===== src/rtl/perf_pkg.sv =====
// Shared types and defaults for the performance counter bank.
package perf_pkg;

  typedef enum logic [1:0] {
    IDLE = 2'd0,
    RUN  = 2'd1,
    HALT = 2'd2
  } state_e;

  localparam int DEFAULT_WIDTH  = 32;
  localparam int DEFAULT_NUM_CH = 4;

endpackage


===== src/rtl/perf_counter_ch.sv =====
// One wrapping event counter with a sticky overflow flag set on the all-ones -> 0 edge.
module perf_counter_ch
  import perf_pkg::*;
#(
  parameter int WIDTH = DEFAULT_WIDTH
) (
  input  logic             clk,
  input  logic             rst_n,
  input  logic             i_inc,
  input  logic             i_clr,
  output logic [WIDTH-1:0] o_count,
  output logic             o_ovf
);

  localparam logic [WIDTH-1:0] ONE = WIDTH'(1);

  logic [WIDTH-1:0] r_count;
  logic             r_ovf;

  // NOTE: reset is sampled on the clock edge only (synchronous), so it sits inside the
  // clocked branch rather than in the sensitivity list; state updates use <= so every
  // register sees pre-edge values.
  always_ff @(posedge clk) begin
    if (!rst_n || i_clr) begin
      r_count <= '0;
      r_ovf   <= 1'b0;
    end else if (i_inc) begin
      r_count <= r_count + ONE;
      if (&r_count) r_ovf <= 1'b1;
    end
  end

  assign o_count = r_count;
  assign o_ovf   = r_ovf;

endmodule


===== src/rtl/perf_counter_bank.sv =====
// Bank of NUM_CH performance counters under an IDLE/RUN/HALT control FSM.
// Optional feature: define PERF_SNAPSHOT_EN to add a snap input and a readout snapshot.
module perf_counter_bank
  import perf_pkg::*;
#(
  parameter int WIDTH  = DEFAULT_WIDTH,
  parameter int NUM_CH = DEFAULT_NUM_CH
) (
  input  logic                      clk,
  input  logic                      rst_n,
  input  logic                      start,
  input  logic                      stop,
  input  logic                      clear,
`ifdef PERF_SNAPSHOT_EN
  input  logic                      snap,
`endif
  input  logic [NUM_CH-1:0]         evt,
  input  logic [$clog2(NUM_CH)-1:0] rd_sel,
  output logic [WIDTH-1:0]          rd_data,
  output logic                      running,
  output logic [NUM_CH-1:0]         ovf
);

  state_e r_state;
  state_e w_state_nxt;

  logic              w_run;
  logic [NUM_CH-1:0] w_inc;
  logic [WIDTH-1:0]  w_cnt [NUM_CH];
  logic [WIDTH-1:0]  w_src [NUM_CH];

  always_ff @(posedge clk) begin
    if (!rst_n) r_state <= IDLE;
    else        r_state <= w_state_nxt;
  end

  // NOTE: every output of this block gets a default first, so no path can leave one
  // unassigned and infer a latch.
  always_comb begin
    w_state_nxt = r_state;
    running     = (r_state == RUN);
    if (clear) begin
      w_state_nxt = IDLE;
    end else if (!stop && start && (r_state != RUN)) begin
      w_state_nxt = RUN;
    end else if (stop && (r_state == RUN)) begin
      w_state_nxt = HALT;
    end
  end

  // Increments follow the registered state, so the edge entering RUN counts nothing
  // and the edge leaving RUN still counts.
  assign w_run = (r_state == RUN);

  for (genvar i = 0; i < NUM_CH; i++) begin : g_ch
    assign w_inc[i] = w_run & (evt[i] | (i == 0));

    perf_counter_ch #(
      .WIDTH (WIDTH)
    ) u_ch (
      .clk     (clk),
      .rst_n   (rst_n),
      .i_inc   (w_inc[i]),
      .i_clr   (clear),
      .o_count (w_cnt[i]),
      .o_ovf   (ovf[i])
    );
  end

`ifdef PERF_SNAPSHOT_EN
  logic [WIDTH-1:0] r_snap [NUM_CH];

  always_ff @(posedge clk) begin
    if (!rst_n || clear) begin
      for (int i = 0; i < NUM_CH; i++) r_snap[i] <= '0;
    end else if (snap) begin
      for (int i = 0; i < NUM_CH; i++) r_snap[i] <= w_cnt[i];
    end
  end

  assign w_src = r_snap;
`else
  assign w_src = w_cnt;
`endif

  // Out-of-range selects fall through to zero.
  always_comb begin
    rd_data = '0;
    for (int i = 0; i < NUM_CH; i++) begin
      if (32'(rd_sel) == i) rd_data = w_src[i];
    end
  end

endmodule


===== config.mk =====
export PLATFORM = sky130hd
export DESIGN_NAME = perf_counter_bank
export DESIGN_NICKNAME = d
export VERILOG_FILES = /design/src/rtl/perf_pkg.sv /design/src/rtl/perf_counter_ch.sv /design/src/rtl/perf_counter_bank.sv
export SDC_FILE = /design/constraint.sdc
export NUM_CORES = 1
export LEC_CHECK = 0
export ABC_AREA = 1
export CAP_MARGIN = 20
export CORE_AREA = 5 5 132 134
export CTS_BUF_LIST = sky130_fd_sc_hd__clkbuf_16
export CTS_CLUSTER_SIZE = 30
export DETAILED_ROUTE_END_ITERATION = 7
export DIE_AREA = 0 0 137 139
export PLACE_DENSITY = 0.71
export SETUP_SLACK_MARGIN = 0.2
export SLEW_MARGIN = 30
export SYNTH_ARGS = -nofsm -noshare
export SYNTH_HDL_FRONTEND = slang
export SYNTH_SLANG_ARGS = --single-unit

===== constraint.sdc =====
create_clock -name clk -period 1.65 [get_ports clk]
set_clock_uncertainty 0.05 [all_clocks]
set_input_delay 0.4125 -clock clk [delete_from_list [all_inputs] [get_ports clk]]
set_output_delay 0.4125 -clock clk [all_outputs]
set_load 0.02 [all_outputs]

==> results.cfg, run 1 <==
[setup_path]
r2r_setup_slack_ps = -230
cp_slowest_cell = buf_6
r2r_end = g_ch[2].u_ch.o_count[12]
worstReg2RegStart = g_ch[2].u_ch.o_count[1]
path_cells = buf_8, buf_6, buf_4, nand2_4, inv_2, buf_12, nand2_1, o2111ai_2, buf_6
cpMostUsedCell = buf_6
endpoint = rd_data[3]
crit_path_start = rd_sel[1]
critical-path-max-stage-delay_ps = 170
crit_arrival_ps = 1500
worstSetupPathType = in2out
cp_data_required_time_ps = 1190
r2r_cells = 8
startpoint_type = primary input
end_kind = primary output
worstPathMaxFanout = 22

[yosys]
synth.avg_cell_area_um2 = 6.20
ys.flop_type = dfxtp_1
synth_fp_nets = 1285
synth_area_mm2 = 0.00787
ys_seq_area_share_pct = 34.1
synthArstFlopShare_pct = 0
synth_edf_count = 0
synth-warning-count = 0
yosys_register_bits = 134
ys_types = 36
syn_inst = 1270

[power]
p_sw_mw = 1.80
peakVddDrop_v = 0.000663
internal-power_mw = 5.43
switching_share_pct = 24.9
p_clk_share_pct = 48.2
power_density_mw_per_mm2 = 529
p_seq_share_pct = 44.7
combPwrFrac_pct = 7.1
leakagePower_nw = 5.38

[floorplan]
core_region_area_mm2 = 0.0162
rows = 47
design.portCount = 48
chipWidth_um = 137
die-area_mm2 = 0.0190
fp.dieH_um = 139
initial_utilization_pct = 48.7

[job]
max_cap_violations = 0

[timing]
min_period_ps = 1960
worst_hold_slack_ps = 406
rsz0062_at_grt = yes
setup_violations = 58
hold_viol = 0
fmax_ghz = 0.511
slew_headroom_pct = 72.4
finalMaxSlewViolations = 0
finalCritPeriodShare_pct = 119
fin_ws_ps = -308
worst_pin_slew_ps = 414

[global_route]
grt_pass1_vias = 9234
grt_max_degree = 42
grt_pass1_wl_mm = 48.3
grt_usage_pct = 32.4
antenna_found_initial = 0
overflow = 0

[cts]
cts_buffer_depth = 2
cts_tree = yes
clockRootBuffer = clkbuf_16
cts.clk_slew.worst_paths_ps = 50
cts_sinks = 134
cts_hold_buffers = 0
clk_latency_ps = 430
cts_inserted_buffers = 17
cts_max_level = 4

[finish]
area.growth.synth_to_final_pct = 73.5
final_common_cell = nand2_1
fin_cells = 1811
layout-drive-gt1-share_pct = 47.5
mostFrequentLayoutCells = nand2_1, buf_4, nor2_1
nets = 1594

[drt]
route.detailed.drc = 0
drt-vias-per-instance = 6.05
antenna_left = 0
wirelength_mm = 38.5
wl_per_cell_um = 21.2
via_count = 11000
drt_iter0_drc = 1576
firstDrtPassIters = 8

[placed_design]
gp_congestion = 0.990
dp.cells = 1709
hpwl_mm = 21.1
io_buffer_count = 46

[status]
violations = setup timing
status = finished, violations left

[hold_path]
whs_path_depth = 2
hold_class = reg2reg
==> metal layers <==
metal,track usage (%),up-vias,routed length [um]
li1,-,4688,-
met1,40.6,5093,13200
met2,51.6,854,17500
met3,7.47,323,4310
met4,16.5,0,3510
met5,0,-,0
==> metrics by stage <==
stage                     power [mW]  utilization, %  setup WS [ps]  TNS, ps  cell area, um2
after floorplan                 3.51               -            136        0            8410
after global placement          3.65            65.4          -1070   -59030           10600
after detailed placement        3.66            65.4          -1100   -61420           10600
after CTS                       7.07            76.3           -254    -6930           12300
after global routing            7.36            84.4           -353   -11500           13700
final                           7.22            84.4           -308    -8800           13700
==> cells by family after synthesis <==
kind of cell               Yosys count  synth area share [%]
and+or+nand+nor                    771                  42.5
buffers and inverters              196                  9.84
AOI/OAI and AO/OA                  145                  10.7
DFF                                134                  34.1
xor gates and xnor gates            20                  2.23
adders and majority gates            4                 0.636
==> how the worst min path moves through the flow <==
stage / from / endpoint / slack [ps]
after floorplan: g_ch[0].u_ch.o_ovf / g_ch[0].u_ch.o_ovf / 380
after global placement: g_ch[0].u_ch.o_ovf / g_ch[0].u_ch.o_ovf / 390
after detailed placement: g_ch[2].u_ch.o_ovf / g_ch[2].u_ch.o_ovf / 390
after CTS: g_ch[2].u_ch.o_ovf / g_ch[2].u_ch.o_ovf / 400
after global routing: g_ch[2].u_ch.o_ovf / g_ch[2].u_ch.o_ovf / 440
final: g_ch[2].u_ch.o_ovf / g_ch[2].u_ch.o_ovf / 410
==> worst max-delay path: cells and delay by family <==
kind	cells	cell delay [ps]
simple gates	2	190
compound gates	1	140
buf+inv	6	730
==> state kept, by name, indices dropped and copies added (netlist names) <==
signal	count
g_ch.u_ch.o_ovf	4
g_ch.u_ch.o_count	128
r_state	2
==> Yosys cell counts (2+ instances only) <==
cell type	instances	area, um2
o2111ai_1	27	236
nor3_1	27	135
inv_2	2	7.51
o21ai_0	42	210
o21a_1	4	30.0
nand3_1	93	465
nand4_1	22	138
nand2_1	362	1360
buf_2	3	15.0
nand3_4	2	35.0
nand2_2	7	43.8
inv_1	159	597
nor2_1	216	811
nor2_2	14	87.6
a31oi_1	2	12.5
and2_1	2	12.5
xnor2_1	6	52.6
xor2_1	14	123
nand3b_1	2	15.0
nand3_2	5	50.1
nor3b_1	5	37.5
dfxtp_1	134	2680
buf_6	2	22.5
buf_1	3	11.3
ha_1	4	50.1
clkbuf_1	20	75.1
a21oi_1	68	340
buf_4	5	37.5
nor2_4	11	124
==> power groups by stage <==
| stage | sequential [mW] | combinational [mW] | clock, mW |
|---|---|---|---|
| floorplan | 3.31 | 0.199 | 0 |
| global route | 3.23 | 0.522 | 3.61 |
| finish | 3.23 | 0.510 | 3.48 |
| global placement | 3.31 | 0.339 | 0 |
| CTS | 3.23 | 0.428 | 3.40 |
| detailed placement | 3.31 | 0.346 | 0 |
==> area by class of cell <==
class / count / area [um2]
multi-input combinational: 941 / 6350
timing repair buffer: 322 / 3110
sequential: 134 / 2770
fill: 820 / 2520
inverter: 163 / 639
clock buffer: 17 / 425
tap: 220 / 275
clock inverter: 13 / 76.3
antenna: 1 / 2.50
==> what timing repair did <==
item / in CTS / in global routing
setup endpoints to repair: 142 / 145
resized for setup: 531 / 262
gates cloned: 4 / 1
buffers inserted: 18 / 48
pin swaps: 83 / 135
Note: power is estimated with default switching activity, not from simulation.
==> run 2, diff against run 1 <==
Settings changed: CTS_CLUSTER_DIAMETER set to 100, MAX_ROUTING_LAYER set to met4.
==> run 2 against run 1 <==
The flow finishes with violations (DRC, setup timing). Sequential power about the same. Die area unchanged. Worst setup slack got worse by 46 ps. Cell area increased by 4.7%. Non-clock buffer count increased by 10. Utilization increased by 3.9 points. Total power increased by 2.0%. First-iteration DRC count increased by 10%.
==> results.cfg, run 2 (synthesis gave the netlist of run 1 again) <==
[status]
status = finished, violations left
violations = DRC, setup timing

[floorplan]
die-area_mm2 = 0.0190
initial_utilization_pct = 48.7
core_region_area_mm2 = 0.0162
rows = 47
design.portCount = 48
fp.dieH_um = 139
chipWidth_um = 137

[timing]
min_period_ps = 2000
slew_headroom_pct = 52.7
fin_setup_tns_ps = -9110
finalMaxSlewViolations = 0
setup_violations = 66
finalCritPeriodShare_pct = 121
fmax_ghz = 0.499
hold_viol = 0
rsz0062_at_grt = yes
fin_ws_ps = -354
worst_pin_slew_ps = 709

[power]
power_density_mw_per_mm2 = 516
peakVddDrop_v = 0.000718
leakagePower_nw = 5.67
power_mw = 7.37

[setup_path]
r2r_cells = 7
crit_arrival_ps = 2200
cp_slowest_cell = a21oi_1
end_kind = flip-flop
worstSetupPathType = reg2reg
worstPathMaxFanout = 4
startpoint_type = flip-flop
cp_data_required_time_ps = 1850
path_cells = ha_4, nand3_4, nor2_4, buf_6, buf_4, o21ai_1, a21oi_1
critical-path-max-stage-delay_ps = 560

[cts]
cts_buffer_depth = 2
cts.clk_slew.worst_paths_ps = 60
cts_inserted_buffers = 17
cts_max_level = 4
clk_latency_ps = 440
cts_tree = yes
cts_hold_buffers = 0
cts_sinks = 134
clockRootBuffer = clkbuf_16

[finish]
final_common_cell = nand2_1
fin_cells = 1821
post-route-util_pct = 88.4
area.growth.synth_to_final_pct = 81.6
diodes = 0
final_area_mm2 = 0.0143
fillCellCount = 684
largest_reg_flops = 128
mostFrequentLayoutCells = nand2_1, buf_4, inv_1
layout-drive-gt1-share_pct = 52.9
nets = 1603

[drt]
wl_per_cell_um = 25.4
wirelength_mm = 46.3
drt_iter0_drc = 1733
route.detailed.drc = 16
drt-vias-per-instance = 6.49
firstDrtPassIters = 8
antenna_left = 0
via_count = 11800

[placed_design]
gp_congestion = 1.06
hpwl_mm = 21.4
dp.cells = 1717
io_buffer_count = 46
placed_area_mm2 = 0.0106

[global_route]
overflow = 0
grt_pass1_vias = 9601
grt_pass1_wl_mm = 49.7
grt_max_degree = 53
grt_usage_pct = 34.1
antenna_found_initial = 0

[hold_path]
whs_path_depth = 2
hold_class = reg2reg

[job]
max_cap_violations = 0
[run 2: per-layer routing]
layer / share of wire (%) / global-route usage [%]
met5: 0 / -
met4: 12 / 15.5
met3: 13 / 7.80
met2: 43 / 54.5
met1: 32 / 40.6
[run 2: cell type report]
| type | count | area, um2 | share of cell area [%] |
|---|---|---|---|
| Clock buffer | 17 | 425 | 2.98 |
| Clock inverter | 15 | 97.6 | 0.683 |
| Inverter | 163 | 649 | 4.54 |
| Multi-Input combinational cell | 940 | 6760 | 47.3 |
| Sequential cell | 134 | 2780 | 19.5 |
| Tap cell | 220 | 275 | 1.93 |
| Timing Repair Buffer | 332 | 3300 | 23.1 |
[run 2: worst paths after layout]
path,start,to,slack [ps]
worst max-delay path,g_ch[1].u_ch.o_count[1],g_ch[1].u_ch.o_count[4],-350
worst min-delay path,g_ch[1].u_ch.o_ovf,g_ch[1].u_ch.o_ovf,410
worst max register to register,g_ch[1].u_ch.o_count[1],g_ch[1].u_ch.o_count[4],-350
worst min register to register,g_ch[1].u_ch.o_ovf,g_ch[1].u_ch.o_ovf,410
[run 2: what timing repair did]
action	in CTS	in global routing
buffers inserted	24	41
endpoints found under the setup margin	139	149
gates cloned	2	5
pin swaps	118	186
resized for setup	537	388
[run 2: critical path: cells and delay by family (launching register included)]
kind | cells | cell delay, ps
AO/OA/AOI/OAI | 2 | 630
adder cells (fa/ha/maj) | 1 | 200
AND/OR/NAND/NOR | 2 | 300
buffers and inverters | 2 | 240
flip-flops | 1 | 400
[run 2: per-stage QoR]
stage / hold WS [ps] / setup WS [ps]
2_1_floorplan: 380 / 136
3_3_place_gp: 387 / -1080
3_5_place_dp: 390 / -1110
4_1_cts: 397 / -197
5_1_grt: 440 / -345
6_report: 414 / -354
[run 2: report_power, final]
group          switching (mW)  leakage (nW)  internal (mW)  total [mW]
Combinational           0.344          4.28          0.243       0.587
Clock                    1.53         0.274           2.02        3.55
Sequential            0.00423          1.11           3.22        3.23
==> run 3, diff against run 2 <==
Settings changed: CORE_AREA 5 5 132 134 to 5 5 137 139, DIE_AREA 0 0 137 139 to 0 0 142 144, SYNTH_HIERARCHICAL set to 1.
==> run 3 against run 2 <==
The flow finishes with violations (setup timing). Clock-buffer cell count unchanged. Sequential share of layout area is 1.4 points higher. Total power increased by 1.0%. Largest cell class unchanged. Non-clock buffer count fell by 19. Critical path type is now in2out. Cell area down 6.4%. Sequential power about the same. Largest power group unchanged. Via count shrank 13%. Critical endpoint is now rd_data[16].
==> results.cfg, run 3 <==
[setup_path]
timing.critical_path.depth = 8
end_kind = primary output
r2r_cells = 12
path_cells = buf_12, nor2_4, buf_12, buf_12, buf_16, nand2_4, nand4_1, buf_4
crit_path_start = rd_sel[1]
endpoint = rd_data[16]
crit_arrival_ps = 1310
worstSetupPathType = in2out
critical-path-max-stage-delay_ps = 150
r2r_end = g_ch[1].u_ch/o_count[25]
worstPathMaxFanout = 8
cp_top_family = buffers and inverters
cp_slowest_cell = buf_16
startpoint_type = primary input
r2r_setup_slack_ps = -90
worst-path-buf-inv = 5
worstReg2RegStart = r_state[1]
cp_data_required_time_ps = 1190
cpMostUsedCell = buf_12

[power]
power_mw = 7.44
power_density_mw_per_mm2 = 556
peakVddDrop_v = 0.000698
leakagePower_nw = 5.58

[cts]
clk_latency_ps = 430
cts.clk_slew.worst_paths_ps = 60
cts_inserted_buffers = 17
cts_buffer_depth = 2
cts_max_level = 4
clockRootBuffer = clkbuf_16
cts_tree = yes
cts_sinks = 134

[job]
max_cap_violations = 0

[finish]
post-route-util_pct = 76.3
mostFrequentLayoutCells = nand2_1, buf_4, nor2_1
fillCellCount = 1216
diodes = 0
final_common_cell = nand2_1
final_area_mm2 = 0.0134
nets = 1638
layout-drive-gt1-share_pct = 42.8
fin_cells = 1865
area.growth.synth_to_final_pct = 56.6
largest_reg_flops = 128

[floorplan]
design.portCount = 48
core_region_area_mm2 = 0.0175
chipWidth_um = 142
rows = 49
fp.dieH_um = 144
die-area_mm2 = 0.0204
initial_utilization_pct = 48.7

[yosys]
synth.avg_cell_area_um2 = 6.44
ys_types = 23
synth_edf_count = 0
synth_area_mm2 = 0.00854
syn_inst = 1326
ys_top_cells_by_area = dfxtp_1, nand2_1, nor2_1
synthArstFlopShare_pct = 0
yosys_register_bits = 134
synth_fp_nets = 1341
synth_commonest_cells = nand2_1, nor2_1, nand3_1, inv_1, dfxtp_1
synth_top_area_cell = dfxtp_1
ys.flop_type = dfxtp_1
yosysTopAreaCellShare_pct = 31.4
synth-warning-count = 6
yosysMostFrequentCell = nand2_1
ys_seq_area_share_pct = 31.4

[drt]
antenna_left = 0
wl_met3_mm = 2.81
wl_per_cell_um = 18.0
drt_iter0_drc = 1030
drt-vias-per-instance = 5.53
wl_met2_mm = 15.8
highest_layer = met4
routedLengthMet1_mm = 13.3
wirelength_mm = 33.6
route.detailed.drc = 0
via_count = 10300
firstDrtPassIters = 6

[global_route]
grt_pass1_vias = 9146
grt_usage_pct = 30.9
antenna_found_initial = 0
grt_max_degree = 27
overflow = 0
grt_pass1_wl_mm = 48.1

[timing]
setup_violations = 54
finalMaxSlewViolations = 0
slew_headroom_pct = 76.4
fmax_ghz = 0.563
worst_hold_slack_ps = 379
worst_pin_slew_ps = 352
min_period_ps = 1780
hold_viol = 0
fin_ws_ps = -127
finalCritPeriodShare_pct = 108
rsz0062_at_grt = yes

[placed_design]
hpwl_mm = 22.0
io_buffer_count = 46
gp_congestion = 0.999
placed_area_mm2 = 0.0107
dp.cells = 1759

[status]
status = finished, violations left
violations = setup timing

[hold_path]
hold_class = in2reg
run 3: cell count changes after synthesis, moves of 17 or more:
| cell | previous run | this run |
|---|---|---|
| nand3_1 | 93 | 176 |
| o21ai_0 | 42 | 24 |
| nor2_4 | 11 | 40 |
| nand2_2 | 7 | 28 |
| nor2_1 | 216 | 237 |
| o2111ai_1 | 27 | 0 |
| clkbuf_1 | 20 | 0 |
| a21oi_1 | 68 | 85 |
| nand2_1 | 362 | 297 |
| nand4_1 | 22 | 60 |
| inv_1 | 159 | 135 |
run 3: where the power goes:
part | switching [mW] | leakage (nW) | internal, mW
Combinational | 0.284 | 4.20 | 0.230
Sequential | 0.00325 | 1.11 | 3.21
Clock | 1.52 | 0.265 | 2.20
Total | 1.81 | 5.58 | 5.64
run 3: final cells by class:
cell class,instances,area (um2),share of cell area (%)
Multi-Input combinational cell,1020,6180,46.2
Timing Repair Buffer,313,3000,22.4
Sequential cell,134,2800,20.9
Inverter,137,551,4.11
Clock buffer,17,425,3.18
Tap cell,229,287,2.14
Clock inverter,15,139,1.04
run 3: through the flow:
step / setup WS [ps] / TNS, ps
after floorplan: 134 / 0
after global routing: -163 / -7310
after CTS: -94.5 / -1540
after detailed placement: -600 / -51070
after global placement: -596 / -49930
final: -127 / -2680
run 3: logic make-up (layout without fill, tap and decap cells):
logic type               count (synthesis)  after routing  share of synthesized area, %
AND/OR/NAND/NOR                        899            899                          52.1
buffers and inverters                  172            482                          8.82
flip-flops                             134            134                          31.4
AO/OA/AOI/OAI                          117            117                          7.09
adder cells (fa/ha/maj)                  4              4                         0.586
run 3: metal layers:
metal,vias to the layer above,global-route usage [%]
met4,0,14.8
li1,4926,-
met1,4809,39.2
met2,483,46.8
met3,98,6.88
met5,-,-
run 3: worst reg2reg max path, stage by stage (launching register included):
cell	delay [ps]
dfxtp_2	330
inv_2	60
nand2_4	60
nor2_1	80
buf_4	140
buf_12	110
nand2_4	50
nor2_4	140
nand2_4	90
nor2_4	260
nand4_1	130
nand2_1	90
nor2_1	40
run 3: worst min path at each step:
stage / to / startpoint / cells after the start / slack, ps
2_1_floorplan: g_ch[0].u_ch/o_count[13] / g_ch[0].u_ch/o_count[13] / 1 / 410
5_1_grt: r_state[0] / rst_n / 5 / 410
3_5_place_dp: g_ch[1].u_ch/o_ovf / g_ch[1].u_ch/o_ovf / 2 / 400
4_1_cts: g_ch[1].u_ch/o_ovf / g_ch[1].u_ch/o_ovf / 2 / 420
6_report: r_state[0] / rst_n / 5 / 380
3_3_place_gp: g_ch[1].u_ch/o_ovf / g_ch[1].u_ch/o_ovf / 2 / 380
run 3: repair_timing:
action | 4_1_cts | 5_1_grt
gates resized for setup | 434 | 222
pin swaps | 133 | 105
setup endpoints to repair | 145 | 156
hold buffers | 0 | 0
gates cloned | 2 | 0
buffers inserted | 43 | 29
